### config.mk
export PLATFORM = sky130hd
export DESIGN_NAME = serial_adder_ctrl
export DESIGN_NICKNAME = d
export VERILOG_FILES = /design/src/rtl/serial_adder_ctrl.sv
export SDC_FILE = /design/constraint.sdc
export NUM_CORES = 1
export LEC_CHECK = 0
export CORE_MARGIN = 2
export CORE_UTILIZATION = 43
export CTS_BUF_LIST = sky130_fd_sc_hd__clkbuf_8 sky130_fd_sc_hd__clkbuf_16
export DETAILED_ROUTE_END_ITERATION = 8
export PLACE_DENSITY_LB_ADDON = 0.2
export SYNTH_ARGS = -nofsm -noshare
export SYNTH_HDL_FRONTEND = slang
export SYNTH_HIERARCHICAL = 1
export SYNTH_SLANG_ARGS = --single-unit
### constraint.sdc
create_clock -name clk -period 1.2 [get_ports clk]
set_input_delay 0.12 -clock clk [delete_from_list [all_inputs] [get_ports clk]]
set_output_delay 0.12 -clock clk [all_outputs]
set_load 0.05 [all_outputs]
### src/rtl/serial_adder_ctrl.sv
// Bit-serial unsigned adder: one full adder reused LSB-first, WIDTH RUN cycles per add.
// done pulses the cycle after the last RUN edge; start is ignored while busy.

module halfadder (
    input  logic i_a,
    input  logic i_b,
    output logic o_s,
    output logic o_c
);
    assign o_s = i_a ^ i_b;
    assign o_c = i_a & i_b;
endmodule

module serial_adder_ctrl #(
    parameter int WIDTH = 8
) (
    input  logic             clk,
    input  logic             rst_n,
    input  logic             start,
    input  logic [WIDTH-1:0] inA,
    input  logic [WIDTH-1:0] inB,
    output logic             ready,
    output logic             busy,
    output logic             done,
    output logic [WIDTH-1:0] sum,
    output logic             carry
);
    localparam int CW = $clog2(WIDTH);

    typedef enum logic [1:0] {S_IDLE, S_RUN, S_DONE} state_t;

    state_t           r_state;
    state_t           w_next;
    logic [WIDTH-1:0] r_a;
    logic [WIDTH-1:0] r_b;
    logic [WIDTH-1:0] r_sum;
    logic             r_c;
    logic             r_carry;
    logic [CW-1:0]    r_cnt;
    logic             w_accept;
    logic             w_last;
    logic             w_s1;
    logic             w_c1;
    logic             w_s;
    logic             w_c2;
    logic             w_cout;

    halfadder u_ha0 (.i_a(r_a[0]), .i_b(r_b[0]), .o_s(w_s1), .o_c(w_c1));
    halfadder u_ha1 (.i_a(w_s1),   .i_b(r_c),    .o_s(w_s),  .o_c(w_c2));
    assign w_cout = w_c1 | w_c2;

    assign w_last = (r_cnt == CW'(WIDTH - 1));

    always_comb begin
        w_next   = r_state;
        w_accept = 1'b0;
        case (r_state)
            S_IDLE: begin
                if (start) begin
                    w_accept = 1'b1;
                    w_next   = S_RUN;
                end
            end
            S_RUN: begin
                if (w_last) begin
                    w_next = S_DONE;
                end
            end
            S_DONE: begin
                if (start) begin
                    w_accept = 1'b1;
                    w_next   = S_RUN;
                end else begin
                    w_next = S_IDLE;
                end
            end
            default: w_next = S_IDLE;
        endcase
    end

    always_ff @(posedge clk) begin
        if (!rst_n) begin
            r_state <= S_IDLE;
        end else begin
            r_state <= w_next;
        end
    end

    // r_c is the working carry cleared on accept; r_carry holds the visible result
    // until the next operation's first RUN edge.
    always_ff @(posedge clk) begin
        if (!rst_n) begin
            r_a     <= '0;
            r_b     <= '0;
            r_sum   <= '0;
            r_c     <= 1'b0;
            r_carry <= 1'b0;
            r_cnt   <= '0;
        end else if (w_accept) begin
            r_a   <= inA;
            r_b   <= inB;
            r_c   <= 1'b0;
            r_cnt <= '0;
        end else if (r_state == S_RUN) begin
            r_a     <= {1'b0, r_a[WIDTH-1:1]};
            r_b     <= {1'b0, r_b[WIDTH-1:1]};
            r_sum   <= {w_s, r_sum[WIDTH-1:1]};
            r_c     <= w_cout;
            r_carry <= w_cout;
            if (!w_last) begin
                r_cnt <= r_cnt + CW'(1);
            end
        end
    end

    assign ready = (r_state == S_IDLE) || (r_state == S_DONE);
    assign busy  = (r_state == S_RUN);
    assign done  = (r_state == S_DONE);
    assign sum   = r_sum;
    assign carry = r_carry;

endmodule

==> out/results.txt, run 1 <==
latest clock arrival within the worst-skew pair: 0.28 ns
number of levels the H-tree was split into: 2
Final Max Tran Viols: 0
first-pass iteration count of the detailed router: 4
HPWL Detailed: 1.84 mm
wire length of the first global-routing pass: 4.57 mm
vias in the first global route: 1064
worst setup skew after layout: 0.00564 ns
final hold slack: 0.393 ns
worst-case clock buffer depth: 2
maximum number of pins on one net before global-route repair: 28
failing checks: setup timing
most area-hungry cell type in the Yosys netlist: dfxtp_1
Critical Path Most Common Cell: ha_4
number of ports placed on the die boundary: 31
core region area: 2780 um2
standard-cell row count: 19
cells after synthesis: 146
top fanout value on the critical path: 4
Post-Route WL: 2.75 mm
vias after detailed routing: 1164
portion of synthesized cell area occupied by the leading cell type: 48.5%
non-filler cells, final: 218
last weighted congestion value of the routability-driven placer: 0.726
Achievable Freq: 831 MHz
Initial Utilization: 46.0%
TritonCTS clock tree: done
library cell with the highest instance count after synthesis: nand2_1
worst relative slew slack: 84.3%
number of antenna violations at the first check in global routing: 0
fraction of final layout cells sized beyond drive strength 1: 25.1%
routed length per instance: 12.6 um
vias per inst: 5.34
total number of yosys warnings: 6
worst path cell trace: ha_4 -> ha_4 -> nor3b_4 -> xnor2_1 -> nor2_1
sequential cell area fraction in the yosys report: 48.5%
final critical-path required period: 1.20 ns
height of the die: 58.5 um
Unique masters post-synth: 26
number of failing hold endpoints at the final stage: 0
most frequent cells after synthesis: 32 x nand2_1, 31 x dfxtp_1, 11 x nor2_1
worst slew pin tran: 0.236 ns
horizontal die dimension: 58.5 um
total grt overflow: 0
highest cell delay on the worst timing path: 0.33 ns
crit start category: flip-flop
final setup fails: 1
Root Driver: clkbuf_8
IO Port Bufs: 30
number of buffers added by the clock tree synthesis step: 5
required time of the worst setup path: 1.36 ns
Net count, final: 209
1st-iter DRT viols: 22
area post-placement: 1780 um2
number of cells in the design after placement: 207
gr usage total: 17.7%
Net Count, Synth: 169
Crit path arrival time: 1.37 ns
unrepaired setup endpoints after global routing: yes
standard cell with the maximum stage delay on the critical path: dfxtp_2
status: finished, violations left
DRC violations left: 0
sink count of the clock tree: 31
Setup crit end kind: flip-flop
Synth area leaders: dfxtp_1 49%, nand2_1 9.4%, o221ai_1 5.5%, ha_1 3.9%, nor3_1 3.9%
count of flip-flops with a built-in enable after synthesis: 0
dominant synthesized flop cell: dfxtp_1
Post-Synthesis Mean Instance Area: 8.76 um2
critical setup path kind: reg -> reg
Post-Synthesis Cell Area: 1280 um2
PwrDens: 1240 nW/um2
Final WS setup: -0.00303 ns
class of the tightest hold or removal check: in -> reg
Top delay family on crit path: flip-flops
die area: 3430 um2
fin area: 1980 um2
Worst IR Drop VDD: 1.27 mV
clock input transition at the sequential cells of the worst setup and hold paths: 0.06 ns
leakage power of the design: 0.747 nW
area grow syn2layout: 54.8%
Crit path buffers/inverters: 0
Period Utilization, post-route: 100%
#FFs+latches synth: 31
number of diodes: 0
share of async-settable or async-resettable flops after synthesis: 0%
number of routed nets with antenna violations: 0
max-capacitance violation count: 0
Setup Slack @ Placement: -0.0649 ns
layout make-up:
cell class | count | area (um2)
Timing Repair Buffer | 44 | 551
Fill cell | 207 | 802
Inverter | 2 | 12.5
Clock buffer | 7 | 96.3
Sequential cell | 31 | 626
Tap cell | 31 | 38.8
Multi-Input combinational cell | 102 | 652
Clock inverter | 1 | 3.75
kinds of logic after synthesis:
group,count (synthesis),share of synthesized area [%]
AOI/OAI and AO/OA,36,19.4
DFF,31,48.5
and+or+nand+nor,61,20.7
xor gates and xnor gates,1,0.685
buffers and inverters,13,6.75
adders and majority gates,4,3.91
what timing repair did:
item | 4_1_cts | 5_1_grt
hold buffers | 0 | 0
endpoints found under the setup margin | 17 | 7
resized for setup | 8 | 6
pin swaps | 3 | 2
setup buffers | 3 | 0
final timing paths:
check	depth (start not counted)	to	start	slack (ns)
worst max-delay path	5	r_cnt[0]$_SDFFE_PP0P_	r_cnt[0]$_SDFFE_PP0P_	-0.003
worst min-delay path	3	r_b[7]$_SDFFE_PN0P_	inB[7]	0.39
worst max register to register	5	r_cnt[0]$_SDFFE_PP0P_	r_cnt[0]$_SDFFE_PP0P_	-0.003
worst min register to register	2	r_a[7]$_SDFFE_PN0P_	r_a[7]$_SDFFE_PN0P_	0.46
stage by stage:
stage          setup TNS, ns  power [W]  utilization, %
2_1_floorplan        -0.0108    0.00139               -
3_3_place_gp          -0.116    0.00156            64.1
3_5_place_dp          -0.587    0.00156            64.1
4_1_cts             -0.00526    0.00245            69.9
5_1_grt               -0.302    0.00255            71.2
6_report            -0.00303    0.00245            71.2
layout by cell type, fill, tap and decap left out, types with 2 or more instances in the layout:
cell type / n
a21boi_0: 4
a21boi_1: 6
a21oi_1: 4
a22oi_1: 2
a31oi_1: 4
buf_12: 14
buf_4: 12
clkbuf_8: 7
clkdlybuf4s50_1: 18
dfxtp_1: 27
dfxtp_2: 4
ha_4: 3
inv_1: 2
nand2_1: 32
nand2b_4: 2
nand3_1: 2
nor2_1: 11
nor3_1: 9
o21ai_0: 6
o221ai_1: 8
report_power, final:
| part | leakage (nW) | total (W) | switching, W | internal, W |
|---|---|---|---|---|
| combinational | 0.436 | 0.000440 | 0.000209 | 0.000232 |
| sequential | 0.255 | 0.00114 | 0.0000471 | 0.00109 |
| clock | 0.0557 | 0.000864 | 0.000351 | 0.000514 |
| total | 0.747 | 0.00245 | 0.000606 | 0.00184 |
metal layers:
metal	GRT usage, %	up-vias	routed length, um
met2	28.9	32	1310
met1	22.2	540	1240
met5	0	-	0
li1	-	585	-
met4	7.97	0	53
met3	3.96	7	145
flip-flops by register name, indices dropped and copies added, names as in the netlist:
register / flops
r_cnt: 3
r_state: 2
sum: 8
r_b: 8
r_c: 1
r_a: 8
carry: 1
worst reg2reg max path: stages (launching register included):
cell	delay (ns)
dfxtp_2	0.33
ha_4	0.16
ha_4	0.16
nor3b_4	0.24
xnor2_1	0.15
nor2_1	0.05
Note: power is estimated with default switching activity, not from simulation.
==> run 2, diff against run 1 <==
--- a/config.mk
+++ b/config.mk
@@ -6,9 +6,10 @@
 export NUM_CORES = 1
 export LEC_CHECK = 0
 export CORE_MARGIN = 2
-export CORE_UTILIZATION = 43
+export CORE_UTILIZATION = 54
 export CTS_BUF_LIST = sky130_fd_sc_hd__clkbuf_8 sky130_fd_sc_hd__clkbuf_16
 export DETAILED_ROUTE_END_ITERATION = 8
+export DONT_BUFFER_PORTS = 1
 export PLACE_DENSITY_LB_ADDON = 0.2
 export SYNTH_ARGS = -nofsm -noshare
 export SYNTH_HDL_FRONTEND = slang
==> out/results.txt, run 2 (same netlist as run 1, synthesis figures left out) <==
top fanout value on the critical path: 4 (unchanged)
Net count, final: 190 (-9.1%)
fraction of final layout cells sized beyond drive strength 1: 24.1% (-1.0 points)
number of inserted filler cells in the final layout: 180 (-13%)
HPWL Detailed: 1.78 mm (-3.0%)
latest clock arrival within the worst-skew pair: 0.27 ns (about the same)
number of cells in the design after placement: 183 (-12%)
worst slew pin tran: 0.420 ns (+0.185 ns)
final critical-path required period: 1.23 ns (+0.0248 ns)
destination of the worst hold path: r_a[1]$_SDFFE_PN0P_
number of routed nets with antenna violations: 0 (unchanged)
DRC violations left: 0 (unchanged)
worst setup skew after layout: 0.00206 ns (-0.00358 ns)
met1 Track Usage GR: 26.0% (+3.8 points)
clock input transition at the sequential cells of the worst setup and hold paths: 0.06 ns (about the same)
area grow syn2layout: 25.2%
Post-Route WL: 2.91 mm (+5.5%)
sink count of the clock tree: 31 (unchanged)
1st-iter DRT viols: 23 (+4.5%)
leakage power of the design: 0.618 nW (-17%)
total grt overflow: 0 (unchanged)
Achievable Freq: 814 MHz (-2.0%)
non-filler cells, final: 194 (-11%)
class of the tightest hold or removal check: in -> reg
die area: 2770 um2 (-19%)
vias per inst: 5.59 (+4.7%)
Initial Utilization: 57.3% (+11 points)
IO Port Bufs: 0 (-100%)
global routing usage on met3: 6.00% (+2.0 points)
vias in the first global route: 1058 (-0.56%)
Final WS setup: -0.0278 ns (-0.0248 ns)
maximum number of pins on one net before global-route repair: 28 (unchanged)
number of buffers added by the clock tree synthesis step: 5 (unchanged)
Crit path arrival time: 1.39 ns (+0.02 ns)
status: finished, violations left
gr usage total: 23.4% (+5.7 points)
Worst IR Drop VDD: 1.16 mV (-8.9%)
top library cells by usage in the layout, fill and taps aside: 32 x nand2_1, 27 x dfxtp_1, 18 x buf_4, 11 x nor2_1, 9 x nor3_1
standard-cell row count: 17 (-2)
max-capacitance violation count: 0 (unchanged)
most frequent standard cell in the layout excluding fill and tap cells: nand2_1
number of antenna violations at the first check in global routing: 0 (unchanged)
first-pass iteration count of the detailed router: 4 (unchanged)
final setup fails: 2 (+1)
global-route met2 utilization: 40.2% (+11 points)
last weighted congestion value of the routability-driven placer: 0.754 (+3.8%)
routed length per instance: 15.0 um (+19%)
Top Usage Layer GRT: met2
worst setup slack for register-to-register paths: -0.03 ns (-0.02 ns)
wire length of the first global-routing pass: 4.54 mm (-0.74%)
start point of the worst hold path: rst_n
end of the worst register-to-register path: r_cnt[0]$_SDFFE_PP0P_
number of levels the H-tree was split into: 2 (unchanged)
unrepaired setup endpoints after global routing: yes
Root Driver: clkbuf_8
core region area: 2230 um2 (-20%)
Final Max Tran Viols: 0 (unchanged)
Total Neg Setup Slack: -0.0458 ns (-0.0427 ns)
PwrDens: 1370 nW/um2 (+11%)
required time of the worst setup path: 1.36 ns (about the same)
critical setup path kind: reg -> reg
Setup crit end kind: flip-flop
number of ports placed on the die boundary: 31 (unchanged)
horizontal die dimension: 52.7 um (-10%)
height of the die: 52.7 um (-10%)
final hold slack: -0.00819 ns (-0.401 ns)
R2R depth: 5 (unchanged)
cell depth of the worst hold path: 2 (-1)
failing checks: hold timing, setup timing
vias after detailed routing: 1085 (-6.8%)
number of diodes: 0 (unchanged)
crit start category: flip-flop
Period Utilization, post-route: 102% (+2.1 points)
TritonCTS clock tree: done
FF-to-FF Start: r_cnt[1]$_SDFFE_PP0P_
number of failing hold endpoints at the final stage: 7 (+7)
worst relative slew slack: 71.9% (-12 points)
worst-case clock buffer depth: 2 (unchanged)
## run 2: cell types whose count changed in the layout (fill, tap and decap cells not counted), sizes merged
cell,previous run,this run
dlygate4sd3,0,3
inv,3,4
clkbuf,7,5
buf,26,21
clkdlybuf4s50,18,0
## run 2: repair_timing
item                                    4_1_cts  5_1_grt
hold buffers                                  1        2
endpoints found under the setup margin       16        8
cloned                                        1        0
gates resized for setup                      12        6
pin swaps                                     3        3
setup buffers                                 1        0
hold endpoints to repair                     23       11
## run 2: layer usage
metal | vias to the layer above | wire, um
li1 | 551 | -
met1 | 496 | 1220
met2 | 33 | 1460
met3 | 5 | 160
met4 | 0 | 55
met5 | - | 0
## run 2: worst max-delay path, cell delays in order (launching register included)
cell and delay, ns:
dfxtp_2 0.34, ha_4 0.16, ha_4 0.16, nor3b_4 0.24, xnor2_1 0.16, nor2_1 0.06
## run 2: final cells by class
class / instances / area, um2 / share of cell area (%)
Timing Repair Buffer: 24 / 211 / 13.2
Clock buffer: 5 / 68.8 / 4.30
Clock inverter: 1 / 3.75 / 0.234
Multi-Input combinational cell: 102 / 633 / 39.5
Inverter: 2 / 15.0 / 0.937
Sequential cell: 31 / 628 / 39.2
Timing Repair inverter: 1 / 6.26 / 0.391
Tap cell: 28 / 35.0 / 2.19
## run 2: power by group
part	internal [W]	total, W	leakage, nW	switching [W]
clock network	0.000377	0.000713	0.0413	0.000337
registers	0.00109	0.00114	0.256	0.0000428
logic	0.000141	0.000338	0.321	0.000197
total	0.00161	0.00219	0.618	0.000577
## run 2: metrics by stage
stage                     setup WS (ns)  util (%)  instance area (um2)  hold WS [ns]  total power (W)
after CTS                       -0.0392      69.6                 1560       -0.0315          0.00218
after detailed placement        -0.0861      63.3                 1410         0.267          0.00145
after global routing            -0.0853      71.7                 1600      0.000130          0.00227
after global placement         -0.00140      63.3                 1410         0.252          0.00144
after floorplan                 -0.0108         -                 1290         0.254          0.00139
final                           -0.0278      71.7                 1600      -0.00819          0.00219
## run 2: worst max path at each step
| stage | start | end | slack [ns] |
|---|---|---|---|
| after global routing | r_cnt[1]$_SDFFE_PP0P_ | r_cnt[0]$_SDFFE_PP0P_ | -0.09 |
| after global placement | r_cnt[0]$_SDFFE_PP0P_ | r_cnt[0]$_SDFFE_PP0P_ | -0.001 |
| after CTS | r_cnt[1]$_SDFFE_PP0P_ | r_cnt[0]$_SDFFE_PP0P_ | -0.04 |
| after floorplan | r_state[1]$_SDFFE_PN0P_ | done | -0.01 |
| after detailed placement | r_cnt[0]$_SDFFE_PP0P_ | r_cnt[0]$_SDFFE_PP0P_ | -0.09 |
| final | r_cnt[1]$_SDFFE_PP0P_ | r_cnt[0]$_SDFFE_PP0P_ | -0.03 |
